## src/rtl/mmio_host_bridge.sv

```systemverilog
// Host MMIO bridge: queues host command words toward the control unit and
// reports sticky completion status back to the host as paged 32-bit words.
//
// Ports:
//   clk, rst              clock, synchronous active-high reset
//   h2f_pio32, h2f_write  host word and its one-cycle write strobe
//   f2h_pio32, f2h_write  registered status page, new-completion pulse
//   cmd_data, cmd_valid   head-of-queue command word toward ctrl_unit
//   cmd_ready             ctrl_unit takes the head word
//   eu_done, fetch_done, cu_done, move_done, ldst_done  completion inputs
//
// Host words with [31:28]==4'hF are local ops (sub-op in [27:24]):
//   0 select page [7:0], 1 clear all status, 2 clear selected page,
//   3 flush queue, others ignored. All other words are queued commands.
module mmio_host_bridge #(
    parameter int EU_NUM    = 28,
    parameter int CMD_DEPTH = 8
) (
    input  logic              clk,
    input  logic              rst,
    input  logic [31:0]       h2f_pio32,
    input  logic              h2f_write,
    output logic [31:0]       f2h_pio32,
    output logic              f2h_write,
    output logic [31:0]       cmd_data,
    output logic              cmd_valid,
    input  logic              cmd_ready,
    input  logic [EU_NUM-1:0] eu_done,
    input  logic              fetch_done,
    input  logic              cu_done,
    input  logic              move_done,
    input  logic              ldst_done
);

    localparam int EU_PAGES  = (EU_NUM > 28) ? (EU_NUM - 28 + 31) / 32 : 0;
    localparam int DIAG_PAGE = EU_PAGES + 1;
    // Status bits laid out exactly as the pages present them.
    localparam int SW        = 32 * (EU_PAGES + 1);
    localparam int AW        = $clog2(CMD_DEPTH);
    localparam int LW        = AW + 1;

    // Host word decode
    logic       w_local;
    logic       w_cmd;
    logic [3:0] w_op;
    logic       w_set_pg;
    logic       w_clr_all;
    logic       w_clr_pg;
    logic       w_flush;

    assign w_local   = h2f_write && (h2f_pio32[31:28] == 4'hF);
    assign w_cmd     = h2f_write && (h2f_pio32[31:28] != 4'hF);
    assign w_op      = h2f_pio32[27:24];
    assign w_set_pg  = w_local && (w_op == 4'h0);
    assign w_clr_all = w_local && (w_op == 4'h1);
    assign w_clr_pg  = w_local && (w_op == 4'h2);
    assign w_flush   = w_local && (w_op == 4'h3);

    // Command FIFO
    logic [31:0]   r_mem [CMD_DEPTH];
    logic [AW-1:0] r_wptr;
    logic [AW-1:0] r_rptr;
    logic [LW-1:0] r_level;
    logic          r_overflow;
    logic          w_full;
    logic          w_empty;
    logic          w_pop;
    logic          w_push;
    logic          w_ovf;

    assign w_full  = (r_level == LW'(CMD_DEPTH));
    assign w_empty = (r_level == '0);
    // A flush swallows any pop offered in the same cycle.
    assign w_pop   = !w_empty && cmd_ready && !w_flush;
    // Full is fine as long as a slot frees up in the same cycle.
    assign w_push  = w_cmd && (!w_full || w_pop);
    assign w_ovf   = w_cmd && w_full && !w_pop;

    always_ff @(posedge clk) begin
        if (w_push) begin
            r_mem[r_wptr] <= h2f_pio32;
        end
    end

    always_ff @(posedge clk) begin
        if (rst) begin
            r_wptr  <= '0;
            r_rptr  <= '0;
            r_level <= '0;
        end else if (w_flush) begin
            r_wptr  <= '0;
            r_rptr  <= '0;
            r_level <= '0;
        end else begin
            if (w_push) begin
                r_wptr <= r_wptr + AW'(1);
            end
            if (w_pop) begin
                r_rptr <= r_rptr + AW'(1);
            end
            if (w_push && !w_pop) begin
                r_level <= r_level + LW'(1);
            end else if (w_pop && !w_push) begin
                r_level <= r_level - LW'(1);
            end
        end
    end

    assign cmd_valid = !w_empty;
    assign cmd_data  = w_empty ? 32'h0 : r_mem[r_rptr];

    // Sticky completion bits
    logic [SW-1:0] r_sticky;
    logic [SW-1:0] w_done;
    logic [SW-1:0] w_clr;
    logic [7:0]    r_page_sel;

    always_comb begin
        w_done = '0;
        // EU bits above 27 skip the four unit bits that top page 0.
        for (int i = 0; i < EU_NUM; i++) begin
            w_done[(i < 28) ? i : i + 4] = eu_done[i];
        end
        w_done[28] = fetch_done;
        w_done[29] = cu_done;
        w_done[30] = ldst_done;
        w_done[31] = move_done;
    end

    always_comb begin
        w_clr = '0;
        if (w_clr_all) begin
            w_clr = '1;
        end else if (w_clr_pg) begin
            for (int p = 0; p <= EU_PAGES; p++) begin
                if (r_page_sel == 8'(p)) begin
                    w_clr[32*p +: 32] = '1;
                end
            end
        end
    end

    // Page read mux
    logic [31:0] w_page;

    always_comb begin
        w_page = 32'h0;
        for (int p = 0; p <= EU_PAGES; p++) begin
            if (r_page_sel == 8'(p)) begin
                w_page = r_sticky[32*p +: 32];
            end
        end
        if (r_page_sel == 8'(DIAG_PAGE)) begin
            w_page = {r_overflow, w_full, w_empty, 5'b0,
                      8'(r_level), 16'h0};
        end
    end

    logic [31:0] r_f2h_pio32;
    logic        r_f2h_write;

    always_ff @(posedge clk) begin
        if (rst) begin
            r_sticky    <= '0;
            r_overflow  <= 1'b0;
            r_page_sel  <= 8'h0;
            r_f2h_pio32 <= 32'h0;
            r_f2h_write <= 1'b0;
        end else begin
            // Set beats clear so a completion landing during a clear is kept.
            r_sticky    <= (r_sticky & ~w_clr) | w_done;
            r_f2h_write <= |(w_done & ~r_sticky);
            r_f2h_pio32 <= w_page;
            if (w_clr_all) begin
                r_overflow <= 1'b0;
            end else if (w_ovf) begin
                r_overflow <= 1'b1;
            end
            if (w_set_pg) begin
                r_page_sel <= h2f_pio32[7:0];
            end
        end
    end

    assign f2h_pio32 = r_f2h_pio32;
    assign f2h_write = r_f2h_write;

endmodule

```

## config.mk

```make
export PLATFORM = sky130hd
export DESIGN_NAME = mmio_host_bridge
export DESIGN_NICKNAME = d
export VERILOG_FILES = /design/src/rtl/mmio_host_bridge.sv
export SDC_FILE = /design/constraint.sdc
export NUM_CORES = 1
export LEC_CHECK = 0
export ABC_AREA = 1
export CAP_MARGIN = 20
export CORE_UTILIZATION = 40
export DETAILED_ROUTE_END_ITERATION = 12
export SKIP_CTS_REPAIR_TIMING = 1
export SYNTH_ARGS = -nofsm -noshare
export SYNTH_HDL_FRONTEND = slang
export SYNTH_SLANG_ARGS = --single-unit
export TNS_END_PERCENT = 20
```

## constraint.sdc

```tcl
create_clock -name clk -period 5.3 [get_ports clk]
set_input_delay 1.06 -clock clk [delete_from_list [all_inputs] [get_ports clk]]
set_output_delay 1.06 -clock clk [all_outputs]
set_load 0.02 [all_outputs]
```

==> results_dict.tcl, run 1 <==
set metrics [dict create \
    status "finished clean" \
    htree_levels 2 \
    setup_viol 0 \
    yosys-top-cells-count "nor2_1, edfxtp_1, o21ai_0, dfxtp_1, inv_1" \
    p_per_area_nw_per_um2 464 \
    synth_nets 1270 \
    critPathLaunchType "flip-flop" \
    syn_to_final_growth_pct 21.2 \
    io_pins 134 \
    nets 1393 \
    via_count 8989 \
    fin_crit_sh 0.803 \
    synth_top_area_cell "edfxtp_1" \
    reg2reg_to "r_mem[0][18]" \
    ys_top_cells_by_area "edfxtp_1, dfxtp_1, nor2_1, o21ai_0, inv_1" \
    grt.total_usage 0.181 \
    fmax_mhz 235 \
    fin_ws_ns 1.04 \
    fin_crit_ns 4.26 \
    cts.path.max_buffers 3 \
    ant_nets 0 \
    leakage_nw 5.85 \
    path_clk_slew_ns 0.06 \
    finalSetupTns_ns 0 \
    required_ns 4.24 \
    synth-seq-cells 343 \
    synth_warnings 0 \
    max_cap_viol_count 0 \
    layout-drive-gt1-share 0.0766 \
    numClockSinks 343 \
    core_area_um2 32800 \
    rr_worst_depth 9 \
    drt-total-wl_um 30700 \
    synth_top_area_frac 0.571 \
    dp_hpwl_um 18000 \
    rsz0062_at_grt "false" \
    rr_startpoint "r_level[0]" \
    placed_area_um2 15300 \
    worstSetupEndpointType "output pin" \
    worst_pin_slew_ns 1.09 \
    initial_utilization 0.411 \
    routabilityCongestion 0.787 \
    drt_pass1_iterations 5 \
    synth_edf_count 256 \
    synth_seq_area_share 0.700 \
    drcViolationCount 0 \
    gr-total-overflow 0 \
    antenna_cells 0 \
    dieWidth_um 185 \
    ys.flop_type "edfxtp_1" \
    postLayoutCellArea_um2 16300 \
    avgSynthCellArea_um2 11.3 \
    drt_iter0_markers 710 \
    async_flop_share 0 \
    antenna_found_initial 0 \
    finalHoldViolCount 0 \
    grt_max_degree 103 \
    dieHeight_um 185 \
    relSlewSlack 0.269 \
    ir_drop_uv 267 \
    yosysMostFrequentCell "nor2_1" \
    cts_buffers 36 \
    io_buffer_count 133 \
    crit_arrival_ns 3.20 \
    clock_latency_ns 0.51 \
    routedWlPerCell_um 17.2 \
    die_area_um2 34400 \
    ff2ff_setup_slack_ns 2.30 \
    via_per_inst 5.03 \
    grt_pass1_wl_um 48100 \
    synthesis.area_um2 13500 \
    finClkSkew_ns 0.00863 \
    synth_cell_types 37 \
    min_path_cells 2 \
    final-max-slew-violation-count 0 \
    synthCells 1196 \
    fp-row-count 66 \
    root_buffer "clkbuf_16" \
    hold_path_class "reg2reg" \
    crit_end "cmd_data[5]" \
    hold_ws_ns 0.449 \
    pre_cts_ws_ns 1.43 \
    path_max_fanout 57 \
    grt_pass1_vias 8899 \
    cts_tree "yes" \
    path_class "reg2out" \
]
-- flip-flops by register name (all words and copies together), names as in the netlist, named ones only --
signal and flops:
r_overflow 1, r_rptr 3, r_mem 256, r_page_sel 8, f2h_pio32 32, f2h_write 1, r_sticky 32, r_level 4
r_wptr 3
-- critical path: stages, from the launching register on --
cell and delay [ns]:
dfxtp_4 0.34, clkinv_2 0.59, buf_4 0.53, o21ai_0 0.20, o21ai_0 0.10, o21ai_0 0.27, nor2_1 0.10, clkdlybuf4s50_1 0.54
-- layer usage --
layer  up-vias  global-route usage  wire, um  part of all wire
met5         -                   0         0                 0
met3        44              0.0497      2270             0.074
met2       242               0.297     14400              0.47
met4         0              0.0489       549             0.018
met1      4293               0.234     13500              0.44
li1       4410                   -         -                 -
-- layout make-up --
| class | count | area (um2) |
|---|---|---|
| fill | 2922 | 16500 |
| sequential | 343 | 9440 |
| multi-input combinational | 706 | 3460 |
| timing repair buffer | 152 | 1510 |
| clock buffer | 45 | 963 |
| tap | 442 | 553 |
| inverter | 80 | 304 |
| clock inverter | 19 | 88.8 |
-- report_power, final --
group | total, mW | internal, mW | switching, mW
combinational | 2.08 | 0.816 | 1.27
sequential | 3.19 | 3.04 | 0.147
clock | 2.29 | 1.29 | 1.01
-- cell usage in the layout (no fill, tap or decap), types with 7 or more instances in the layout --
| cell type | Yosys | routed |
|---|---|---|
| clkinv_2 | 0 | 13 |
| nor2_4 | 3 | 7 |
| inv_1 | 76 | 75 |
| o32ai_1 | 32 | 32 |
| clkdlybuf4s50_1 | 0 | 133 |
| nand2_1 | 35 | 35 |
| a21oi_1 | 43 | 43 |
| clkbuf_16 | 0 | 37 |
| nor2_1 | 321 | 317 |
| nand3_1 | 51 | 51 |
| edfxtp_1 | 256 | 256 |
| clkinv_1 | 1 | 7 |
| o22ai_1 | 16 | 16 |
| dfxtp_1 | 87 | 85 |
| buf_4 | 3 | 17 |
| o21ai_0 | 163 | 163 |
-- per-stage QoR --
step                      cells  power, mW  utilization
after global placement     1722       5.31        0.465
after floorplan            1196       4.51            -
after detailed placement   1723       5.35        0.465
after global routing       1787       7.97        0.498
final                      1787       7.56        0.498
after CTS                  1787       7.65        0.498
-- how the worst min path moves through the flow --
stage                             from             to  slack, ns
after floorplan           r_sticky[11]  f2h_pio32[11]       0.42
after global placement    r_sticky[21]  f2h_pio32[21]       0.43
after detailed placement  r_sticky[25]  f2h_pio32[25]       0.43
after CTS                 r_sticky[14]  f2h_pio32[14]       0.45
after global routing      r_sticky[23]  f2h_pio32[23]       0.46
final                      r_sticky[7]   f2h_pio32[7]       0.45
-- kinds of logic after synthesis --
family	share of synthesized area
xor gates and xnor gates	0.00260
adders and majority gates	0.00613
AOI/OAI and AO/OA	0.109
buffers and inverters	0.0464
and+or+nand+nor	0.135
DFF	0.700
Note: power is estimated with default switching activity, not from simulation.
==> inputs of run 2 (changes only) <==
- clock period: 5.3 -> 4.5 ns (I/O delays scaled with it)
==> run 2 against run 1 <==
  * Core utilization is 0.73 points higher
  * Critical endpoint is now cmd_data[12]
  * Combinational power up 19%
  * Power grew 23%
  * Sequential power rose by 18%
  * Sequential share of layout area decreased by 0.84 points
  * Count of clock-buffer cells in the layout is 5 higher
  * Wire length shrank 1.2%
  * Via count grew 0.10%
  * Sequential cell count unchanged
  * Highest routed layer is now met5
  * Worst setup slack worse by 0.51 ns
  * Largest cell class unchanged
  * Die area unchanged
==> results_dict.tcl, run 2 (synthesized netlist as in run 1, its figures left out) <==
set metrics [dict create \
    status "finished clean" \
    final_cell_mix "nor2_1, edfxtp_1, o21ai_0, clkdlybuf4s50_1, dfxtp_1" \
    ir_drop_uv 266 \
    crit_arrival_ns 3.07 \
    fp-row-count 66 \
    rr_startpoint "r_level[0]" \
    cp_slowest_cell "dfxtp_4" \
    top_register "r_mem" \
    crit_path_frequent_cell "o21ai_0" \
    fin_crit_ns 3.97 \
    core_area_um2 32800 \
    rsz0062_at_grt "false" \
    drt_iter0_markers 616 \
    root_buffer "clkbuf_16" \
    numClockSinks 343 \
    worstHoldStart "r_sticky[23]" \
    fin_util 0.505 \
    worstSetupEndpointType "output pin" \
    cts_buffers 38 \
    cts_tree "yes" \
    via_count 8998 \
    fmax_mhz 252 \
    drt-total-wl_um 30300 \
    finalHoldViolCount 0 \
    fin_crit_sh 0.882 \
    htree_levels 2 \
    grt_pass1_vias 8748 \
    hold_path_class "reg2reg" \
    max_cap_viol_count 0 \
    fillers 2919 \
    final-max-slew-violation-count 0 \
    routabilityCongestion 0.780 \
    initial_utilization 0.411 \
    finalSetupTns_ns 0 \
    slowest_delay_ns 0.92 \
    cts.path.max_buffers 3 \
    cp_num_buf_inv 2 \
    io_pins 134 \
    path_clk_slew_ns 0.06 \
    crit_family "buffers and inverters" \
    syn_to_final_growth_pct 22.9 \
    via_per_inst 5.02 \
    nets 1398 \
    routedWlPerCell_um 16.9 \
    antenna_found_initial 1 \
    setup_viol 0 \
    relSlewSlack 0.403 \
    antenna_cells 0 \
    leakage_nw 5.95 \
    grt_max_degree 87 \
    io_buffer_count 133 \
    critPathLaunchType "flip-flop" \
    path_cells "buf_4 > o21ai_0 > o21ai_1 > o21ai_0 > nor2_1 > clkdlybuf4s50_1" \
    dp_hpwl_um 17400 \
    layout-drive-gt1-share 0.0806 \
    ant_nets 0 \
    p_per_area_nw_per_um2 560 \
    finClkSkew_ns 0.0156 \
    die_area_um2 34400 \
    final_common_cell "nor2_1" \
    clock_latency_ns 0.52 \
    required_ns 3.60 \
    dieWidth_um 185 \
    path_max_fanout 86 \
    drcViolationCount 0 \
    path_class "reg2out" \
    placed_area_um2 15300 \
    largest_reg_flops 256 \
    grt_pass1_wl_um 47600 \
    worst_pin_slew_ns 0.895 \
    postLayoutCellArea_um2 16600 \
    gr-total-overflow 0 \
    drt_pass1_iterations 5 \
    dieHeight_um 185 \
    grt.total_usage 0.179 \
]
-- run 2: path summary, 6_finish.rpt --
| path | depth (start not counted) | slack, ns | endpoint |
|---|---|---|---|
| worst max-delay path | 6 | 0.53 | cmd_data[12] |
| worst min-delay path | 2 | 0.45 | f2h_pio32[23] |
| worst max register to register | 9 | 1.56 | r_mem[4][30] |
| worst min register to register | 2 | 0.45 | f2h_pio32[23] |
-- run 2: per-stage QoR --
| step | worst slack, ns | hold slack, ns | total power, mW | std cells |
|---|---|---|---|---|
| 3_5_place_dp | 0.794 | 0.436 | 6.31 | 1726 |
| 4_1_cts | 0.539 | 0.448 | 9.37 | 1794 |
| 6_report | 0.533 | 0.445 | 9.27 | 1794 |
| 5_1_grt | 0.237 | 0.462 | 9.76 | 1794 |
| 3_3_place_gp | 0.880 | 0.437 | 6.30 | 1726 |
| 2_1_floorplan | 0.415 | 0.422 | 5.31 | 1196 |
-- run 2: tightest hold or removal path, stage by stage, from the launching register on --
cell     delay [ns]
dfxtp_1        0.32
inv_1          0.05
nor2_1         0.03
-- run 2: per-layer routing --
layer	share of wire	track usage	vias to the layer above
li1	-	-	4416
met3	0.074	0.0524	44
met2	0.47	0.296	233
met4	0.014	0.0489	2
met5	0.00043	0	-
met1	0.44	0.228	4303
-- run 2: final cells by class --
type / instances / area (um2) / share of cell area
clock buffers: 50 / 1070 / 0.0646
flip-flops and latches: 343 / 9440 / 0.570
inverters: 80 / 304 / 0.0184
well taps: 442 / 553 / 0.0334
clock inverters: 18 / 170 / 0.0103
repair buffers: 155 / 1560 / 0.0942
multi-input cells: 706 / 3460 / 0.209
-- run 2: power breakdown --
part           switching, mW  total, mW  internal, mW
clock                   1.20       3.04          1.85
combinational           1.49       2.47         0.975
sequential             0.181       3.76          3.58
total                   2.87       9.27          6.40
==> inputs of run 3 (changes only) <==
- CTS_BUF_LIST: default -> sky130_fd_sc_hd__clkbuf_16
==> run 3 against run 2 <==
  * Fmax hardly changed
  * Worst setup slack improved by 0.0032 ns
  * Sequential share of layout area is essentially flat
  * Die area unchanged
  * Clock power about the same
  * Design area barely moved
  * Register-to-register slack got worse by 0.02 ns
  * Critical endpoint unchanged
==> results_dict.tcl, run 3 (synthesized netlist as in run 1, its figures left out) <==
set metrics [dict create \
    ant_nets 0 \
    rr_worst_depth 9 \
    min_path_cells 2 \
    switchingPower_mw 2.87 \
    hold_path_class "reg2reg" \
    required_ns 3.60 \
    grt.total_usage 0.179 \
    final_common_cell "nor2_1" \
    cp_slowest_cell "dfxtp_4" \
    finalHoldViolCount 0 \
    worst_pin_slew_ns 0.895 \
    clock_latency_ns 0.52 \
    fin_util 0.505 \
    drt_pass1_iterations 5 \
    p_per_area_nw_per_um2 558 \
    path_max_fanout 86 \
    crit_path_frequent_cell "o21ai_0" \
    dp.cells 1726 \
    worstSetupEndpointType "output pin" \
    dieWidth_um 185 \
    root_buffer "clkbuf_16" \
    drcViolationCount 0 \
    slowest_delay_ns 0.92 \
    grt_pass1_wl_um 47600 \
    relSlewSlack 0.403 \
    finalNonFillerCells 1794 \
    placed_area_um2 15300 \
    io_pins 134 \
    p_int_mw 6.37 \
    setup_viol 0 \
    path_clk_slew_ns 0.06 \
    htree_levels 2 \
    syn_to_final_growth_pct 22.9 \
    cts_buffers 38 \
    drt_iter0_markers 648 \
    status "finished clean" \
    nets 1398 \
    initial_utilization 0.411 \
    cts.path.max_buffers 3 \
    largest_reg_flops 256 \
    finalSetupTns_ns 0 \
    fillers 2922 \
    min_to "f2h_pio32[24]" \
    ir_drop_uv 266 \
    io_buffer_count 133 \
    path_class "reg2out" \
    gr-total-overflow 0 \
    ff2ff_setup_slack_ns 1.54 \
    die_area_um2 34400 \
    finClkSkew_ns 0.0155 \
    fin_crit_ns 3.96 \
    drt-total-wl_um 30300 \
    dp_hpwl_um 17400 \
    grt_max_degree 87 \
    leakage_nw 5.97 \
    dieHeight_um 185 \
    max_cap_viol_count 0 \
    antenna_found_initial 1 \
    worstHoldStart "r_sticky[24]" \
    reg2reg_to "r_mem[4][30]" \
    fmax_mhz 252 \
    core_area_um2 32800 \
    via_count 9012 \
    cts_tree "yes" \
    top_register "r_mem" \
    rr_startpoint "r_level[0]" \
    path_cells "buf_4 > o21ai_0 > o21ai_1 > o21ai_0 > nor2_1 > clkdlybuf4s50_1" \
    numClockSinks 343 \
    crit_arrival_ns 3.06 \
    final_cell_mix "nor2_1, edfxtp_1, o21ai_0, clkdlybuf4s50_1, dfxtp_1" \
    fin_crit_sh 0.881 \
    grt_pass1_vias 8747 \
    via_per_inst 5.02 \
    final-max-slew-violation-count 0 \
    layout-drive-gt1-share 0.0799 \
    p_sw_frac 0.311 \
    postLayoutCellArea_um2 16500 \
    routedWlPerCell_um 16.9 \
    combPwrFrac 0.267 \
    p_clk_frac 0.326 \
    pwr-share-seq 0.407 \
    routabilityCongestion 0.780 \
    fp-row-count 66 \
    rsz0062_at_grt "false" \
    critPathLaunchType "flip-flop" \
    antenna_cells 0 \
]
==> run 3: changes by cell type in the layout (fill, tap and decap cells not counted), sizes merged <==
cell / change
clkbuf: -9
clkinv: +1
inv: +8
==> run 3: power by group through the flow <==
| stage | sequential, mW | clock (mW) | combinational, mW |
|---|---|---|---|
| global placement | 3.83 | 0 | 2.47 |
| CTS | 3.76 | 3.07 | 2.50 |
| finish | 3.76 | 3.01 | 2.47 |
| detailed placement | 3.83 | 0 | 2.49 |
| global route | 3.79 | 3.19 | 2.75 |
| floorplan | 3.73 | 0 | 1.59 |
==> run 3: area by class of cell <==
type,instances,area (um2),area share
flip-flops and latches,343,9440,0.570
multi-input cells,706,3460,0.209
repair buffers,155,1560,0.0943
clock buffers,41,1030,0.0620
well taps,442,553,0.0334
inverters,80,304,0.0184
clock inverters,27,204,0.0123
==> run 3: worst max-delay path: cells and delay by family (launching register included) <==
family / cells / cell delay [ns]
simple gates: 1 / 0.23
buf+inv: 2 / 1.01
compound gates: 3 / 0.33
flops: 1 / 0.92
==> run 3: worst max path at each step <==
stage / end / slack, ns / start
6_report: cmd_data[12] / 0.54 / flip-flop
5_1_grt: cmd_data[31] / 0.24 / flip-flop
4_1_cts: cmd_data[12] / 0.54 / flip-flop
3_5_place_dp: r_level[3] / 0.79 / h2f_pio32[28]
3_3_place_gp: r_level[3] / 0.88 / h2f_pio32[31]
2_1_floorplan: r_mem[5][0] / 0.42 / h2f_pio32[29]
==> run 3: routing by layer <==
layer	part of all wire	vias to the layer above	wire, um	global-route usage
li1	-	4417	-	-
met1	0.44	4309	13300	0.228
met2	0.47	240	14300	0.296
met3	0.075	44	2280	0.0524
met4	0.015	2	442	0.0489
met5	0.00043	-	13	0
==> run 3: stage by stage <==
stage	power [mW]	setup WS, ns	hold WS, ns
after floorplan	5.31	0.415	0.422
after global placement	6.30	0.880	0.437
after detailed placement	6.31	0.794	0.436
after CTS	9.33	0.539	0.448
after global routing	9.73	0.237	0.462
final	9.24	0.536	0.446
